===== config.mk =====
export PLATFORM = sky130hd
export DESIGN_NAME = iter_sequencer
export DESIGN_NICKNAME = d
export VERILOG_FILES = /design/src/rtl/iter_sequencer.sv
export SDC_FILE = /design/constraint.sdc
export NUM_CORES = 1
export LEC_CHECK = 0
export ABC_AREA = 1
export CAP_MARGIN = 25
export CORE_AREA = 2 2 39 41
export CTS_CLUSTER_DIAMETER = 40
export CTS_CLUSTER_SIZE = 30
export DETAILED_ROUTE_END_ITERATION = 12
export DIE_AREA = 0 0 41 43
export PLACE_DENSITY = 0.6
export SETUP_SLACK_MARGIN = 0.02
export SKIP_CTS_REPAIR_TIMING = 1
export SLEW_MARGIN = 20
export SYNTH_ARGS = -nofsm -noshare
export SYNTH_HDL_FRONTEND = slang
export SYNTH_SLANG_ARGS = --single-unit

===== constraint.sdc =====
create_clock -name clk -period 1.25 [get_ports clk]
set_input_delay 0.25 -clock clk [delete_from_list [all_inputs] [get_ports clk]]
set_output_delay 0.25 -clock clk [all_outputs]
set_load 0.02 [all_outputs]

===== src/rtl/iter_sequencer.sv =====
// iter_sequencer: iteration control FSM for multi-cycle ALU operations.
// It clears the external up/down step counter, then issues exactly ITERATIONS
// count pulses in the latched direction, with one datapath step strobe per
// pulse. The final step is found by comparing the fed-back counter value
// against the last expected value. Completion is reported through done/ack.
module iter_sequencer #(
  parameter int WIDTH      = 3,
  parameter int ITERATIONS = 8
) (
  input  logic             clk,
  input  logic             reset,      // asynchronous, active-low
  input  logic             start,
  input  logic             op,         // 0: up-sequence, 1: down-sequence
  input  logic             hold,
  input  logic             abort,
  input  logic             ack,
  input  logic [WIDTH-1:0] cnt,
  output logic             cnt_clr,
  output logic             count_up,
  output logic             count_down,
  output logic             step,
  output logic             ready,
  output logic             busy,
  output logic             done
);

  localparam int CNT_MOD = 2 ** WIDTH;

  // A sequence longer than the counter range would never see a unique final value.
  if (ITERATIONS < 1 || ITERATIONS > CNT_MOD) begin : g_bad_iterations
    $error("iter_sequencer: ITERATIONS must be in 1..2**WIDTH");
  end

  // Counter value seen on the final step of each direction. The down-sequence
  // starts at 0 and wraps to the maximum, so step k sees (-k) mod 2**WIDTH.
  localparam logic [WIDTH-1:0] LAST_UP = WIDTH'(ITERATIONS - 1);
  localparam logic [WIDTH-1:0] LAST_DN = WIDTH'((CNT_MOD - ITERATIONS + 1) % CNT_MOD);

  typedef enum logic [1:0] {
    S_IDLE,
    S_CLEAR,
    S_RUN,
    S_DONE
  } state_e;

  state_e state_q, state_d;
  logic   op_q, op_d;
  logic   last_step;

  assign last_step = (cnt == (op_q ? LAST_DN : LAST_UP));

  // State and direction registers; reset returns to IDLE immediately.
  // NOTE: sequential state uses non-blocking assignments so every flop samples
  // the pre-edge values, independent of process evaluation order.
  always_ff @(posedge clk or negedge reset) begin
    if (!reset) begin
      state_q <= S_IDLE;
      op_q    <= 1'b0;
    end else begin
      state_q <= state_d;
      op_q    <= op_d;
    end
  end

  // Next-state and output decode; outputs are combinational so the counter
  // acts on them in the same cycle.
  always_comb begin
    // NOTE: every signal written here gets a default first, so no path through
    // the case statement can leave one unassigned and infer a latch.
    state_d    = state_q;
    op_d       = op_q;
    cnt_clr    = 1'b0;
    count_up   = 1'b0;
    count_down = 1'b0;
    step       = 1'b0;
    ready      = 1'b0;
    busy       = 1'b0;
    done       = 1'b0;

    case (state_q)
      S_IDLE: begin
        ready = 1'b1;
        if (start) begin
          op_d    = op;
          state_d = S_CLEAR;
        end
      end

      S_CLEAR: begin
        cnt_clr = 1'b1;
        busy    = 1'b1;
        state_d = abort ? S_IDLE : S_RUN;
      end

      S_RUN: begin
        busy = 1'b1;
        // Abort wins over both hold and the final step: no pulse is issued.
        if (abort) begin
          state_d = S_IDLE;
        end else if (!hold) begin
          step       = 1'b1;
          count_up   = ~op_q;
          count_down = op_q;
          if (last_step) begin
            state_d = S_DONE;
          end
        end
      end

      S_DONE: begin
        done = 1'b1;
        if (ack) begin
          state_d = S_IDLE;
        end
      end

      default: begin
        state_d = S_IDLE;
      end
    endcase
  end

endmodule


== Word level (Yosys, flattened, before mapping) ==
Cells that the tools add are included.

* Eq/ne operators: 8
* Mux-type cells: 21
* Bitwise operators: 1
* Reduce and logical (&&, ||, !) cells: 4

{| class="wikitable"
|+ Operator list
! operator !! count
|-
| 2-to-1 mux 1 bit || 13
|-
| 2-to-1 mux 2 bit || 6
|-
| case mux 2 bit (4 select lines) || 1
|-
| inequality test 3 bit, second input constant || 2
|-
| == test 2 bit, second input constant || 2
|-
| inequality test 2 bit, second input constant || 2
|-
| AND reduction 4 bit || 1
|-
| == test 3 bit || 1
|-
| 2-to-1 mux 3 bit || 1
|-
| == test 2 x 1 -> 1 bit, second input constant || 1
|-
| zero test 2 bit || 1
|-
| AND reduction 2 bit || 1
|-
| OR reduction 2 bit || 1
|-
| NOT 1 bit || 1
|}

* Flip-flop bits (word level): 3
* Input port bits: 10
* Output and inout port bits: 7
* Logic and storage cells: 36

== Longest topological paths before layout ==
* Depth in word-level cells: 6
* Gate-level depth with buffers: 8
* Gate-level depth less buffers: 8

== Worst setup path after synthesis ==
Ideal clock, no wire load.

* Path kind: register to output
* Start: register state_q[0]
* End: output port count_down
* Arrival: 1.334 ns
* Setup slack: -0.334 ns
* Stages on the path, launching flop included: 7
* Path buffers: 0
* Cell sequence: dfrtp_1 > inv_1 > ha_1 > inv_1 > nor2_2 > inv_1 > nor3_1

* Longest elaborated chain between the ends: 2

{| class="wikitable"
|+ RTL lines
! what !! RTL line !! RTL
|-
| start: declaration || 46 || <nowiki>state_e state_q, state_d;</nowiki>
|-
| start signal: assignment || 60 || <nowiki>state_q <= state_d;</nowiki>
|-
| == test 2 bit || 80 || <nowiki>case (state_q)</nowiki>
|-
| 2-to-1 mux 1 bit || 80 ||
|-
| end: declaration || 20 || <nowiki>output logic count_down,</nowiki>
|}

Every way passes these cells.

== Worst setup path after layout ==
Same ends and word-level chain as after synthesis.

==> results_dict.tcl <==
set metrics [dict create \
    status "finished with violations" \
    violations_in_the_final_reports "setup timing" \
    ant_nets 0 \
    post_drt_via_cell_ratio 4.102 \
    critical_path.endpoint_type "output port" \
    grt_start_max_net_pins 5 \
    rows 14 \
    dr.pass1.iters 2 \
    crit_slowest_cell "dfrtp_1" \
    maxSlewHeadroom_pct 81.00 \
    measured_slew_at_the_worst_slew_check_pin_ns 0.2841 \
    first_global_vias 319 \
    clock_tree.htree_level_count 1 \
    flops_latches_synth 3 \
    place.gp.congestion 0.6784 \
    max-cap-violations 0 \
    p_switching_uw 659.4 \
    share_of_cells_above_drive_strength_1_pct 54.17 \
    hold_path_class "primary input to asynchronous set/reset pin" \
    timing.critical_path.slowest_cell_delay_ns 0.38 \
    worst_path_required_time_ns 1.00 \
    post-route-drc-count 0 \
    portion_of_total_power_attributed_to_the_clock_network_pct 11.1 \
    postRouteWirelength_um 775 \
    vdd.ir_drop.worst_mv 1.345 \
    crit_top_cell "inv_2" \
    grt_antenna_before_repair 0 \
    die_w_um 41 \
    share_comb_of_total_power_pct 75.6 \
    fp.dieArea_um2 1763 \
    yosys.cell_types.count 14 \
    detail_route.iter0.violations 5 \
    timing.rr.start "state_q[1]$_DFFE_PN0P_" \
    path_class "flop to output port" \
    final-hold-violation-count 0 \
    worst_setup_path_startpoint "state_q[0]$_DFFE_PN0P_" \
    area_growth_pct 121.8 \
    clk_pin_slew_worst_paths_ns 0.04 \
    fin_area_um2 674.4 \
    internal-power_uw 843.7 \
    critical_path.top_delay_family "flip-flops" \
    cp_cell_sequence "inv_2 -> ha_4 -> inv_2 -> nor2_4 -> inv_4 -> nor3_4 -> buf_6" \
    setup_ws_ns -0.3155 \
    grt_first_pass_wirelength_um 1138 \
    final_common_cell "clkdlybuf4s50_1" \
    place_area_um2 564.3 \
    yosysWarnings 0 \
    grt_overflow 0 \
    layout.cells.most_common_list "9 x clkdlybuf4s50_1, 8 x buf_6, 7 x nand2_1" \
    critical_path_buf_inv_count 4 \
    cts_buffers 3 \
    tritoncts_num_sinks 3 \
    max_freq_mhz 638.8 \
    power.switching_fraction_pct 43.87 \
    worstPathArrival_ns 1.32 \
    route.vias.total 361 \
    io_buffer_count 16 \
    fin_nets 88 \
    synth_instances 44 \
    ys_seq_area_share_pct 24.69 \
    estimated_wirelength_of_the_detail_placed_design_um 626.5 \
    clock-root-buffer "clkbuf_4" \
    power-per-cell-area_nw_per_um2 2229 \
    tritoncts "yes" \
    setup_repair_after_global_routing_missed_its_margin "yes" \
    maxSlewViolCount 0 \
    initial_utilization_pct 21.97 \
    skew_ns 0.002161 \
    avgSynthCellArea_um2 6.910 \
    fin_util_pct 48.73 \
    core_area_um2 1384 \
    io-pin-count 17 \
    clock_insertion_delay_at_the_later_pin_of_the_skew_report_ns 0.23 \
    grtUsageTotal_pct 9.869 \
    setup_viol 9 \
    cts.path.max_buffers 2 \
    wl_per_cell_um 8.807 \
    worstPathMaxFanout 3 \
    cp-start-kind "flop" \
    die_height_um 43 \
    portion_of_the_clock_cycle_consumed_by_the_worst_path_in_the_final_layout_pct 125.2 \
    static-leakage-power_nw 0.3161 \
    p_seq_share_pct 13.3 \
    antenna-diode-count 0 \
    synthesis.nets 59 \
    syn-cell-area_um2 304.0 \
    final_worst_path_period_need_ns 1.566 \
]
registers in the layout, indices dropped and copies added (netlist names):
signal / flops
state_q: 2
op_q: 1
routing by layer:
metal	track usage (%)	share of wire, %	up-vias
met5	0	0	-
met4	6.000	0	0
met3	4.712	4.0	0
met2	15.31	58	7
met1	10.06	38	165
li1	-	-	189
metrics by stage:
step	hold slack, ns	power [mW]	setup WS, ns	setup TNS [ns]	instances
floorplan	-0.04559	0.7075	-0.09399	-0.2795	44
global placement	0.4460	1.079	-0.6825	-3.805	81
detailed placement	0.4453	1.088	-0.7014	-3.885	81
CTS	0.1961	1.266	-0.8487	-5.353	85
global route	0.1941	1.619	-0.3711	-1.843	88
finish	0.2000	1.503	-0.3155	-1.398	88
area by class of cell:
class	count	area (um2)
clock buffer	4	26.28
fill	143	709.4
inverter	11	48.80
multi-input combinational	30	274.0
sequential	3	75.07
tap	16	20.02
timing repair buffer	24	230.2
synth_stat cells:
cell     count  area share [%]
inv_2        1             1.2
nor3_1       3             4.9
a21oi_1      1             1.6
nand3_2      1             3.3
nor2_1       4             4.9
nor2_2       1             2.1
dfrtp_1      3              25
or2_1        1             2.1
o22ai_1      1             2.1
nand3_1      2             3.3
nand2_1      7             8.6
nand2_2      4             8.2
ha_1         5              21
inv_1       10              12
final timing paths:
check                                          to  slack (ns)  cells past startpoint
setup / recovery                       count_down       -0.32                      7
hold / removal             state_q[1]$_DFFE_PN0P_        0.20                      1
setup reg to reg           state_q[0]$_DFFE_PN0P_       -0.08                      7
hold reg to reg            state_q[0]$_DFFE_PN0P_        0.67                      3
max in group asynchronous  state_q[0]$_DFFE_PN0P_        0.91                      1
min in group clk                 op_q$_DFFE_PN0P_        0.60                      3
cell families after synthesis:
| group | share of synthesized area [%] |
|---|---|
| AND/OR/NAND/NOR | 37.45 |
| buffers and inverters | 13.58 |
| adder cells (fa/ha/maj) | 20.58 |
| flip-flops | 24.69 |
| AO/OA/AOI/OAI | 3.703 |
power by group through the flow:
stage          clock [mW]  combinational, mW  sequential (mW)
5_1_grt             0.185               1.23            0.205
4_1_cts             0.177              0.892            0.197
3_3_place_gp            0              0.882            0.197
3_5_place_dp            0              0.890            0.198
2_1_floorplan           0              0.503            0.205
6_report            0.167               1.14            0.200
Note: power is estimated with default switching activity, not from simulation.
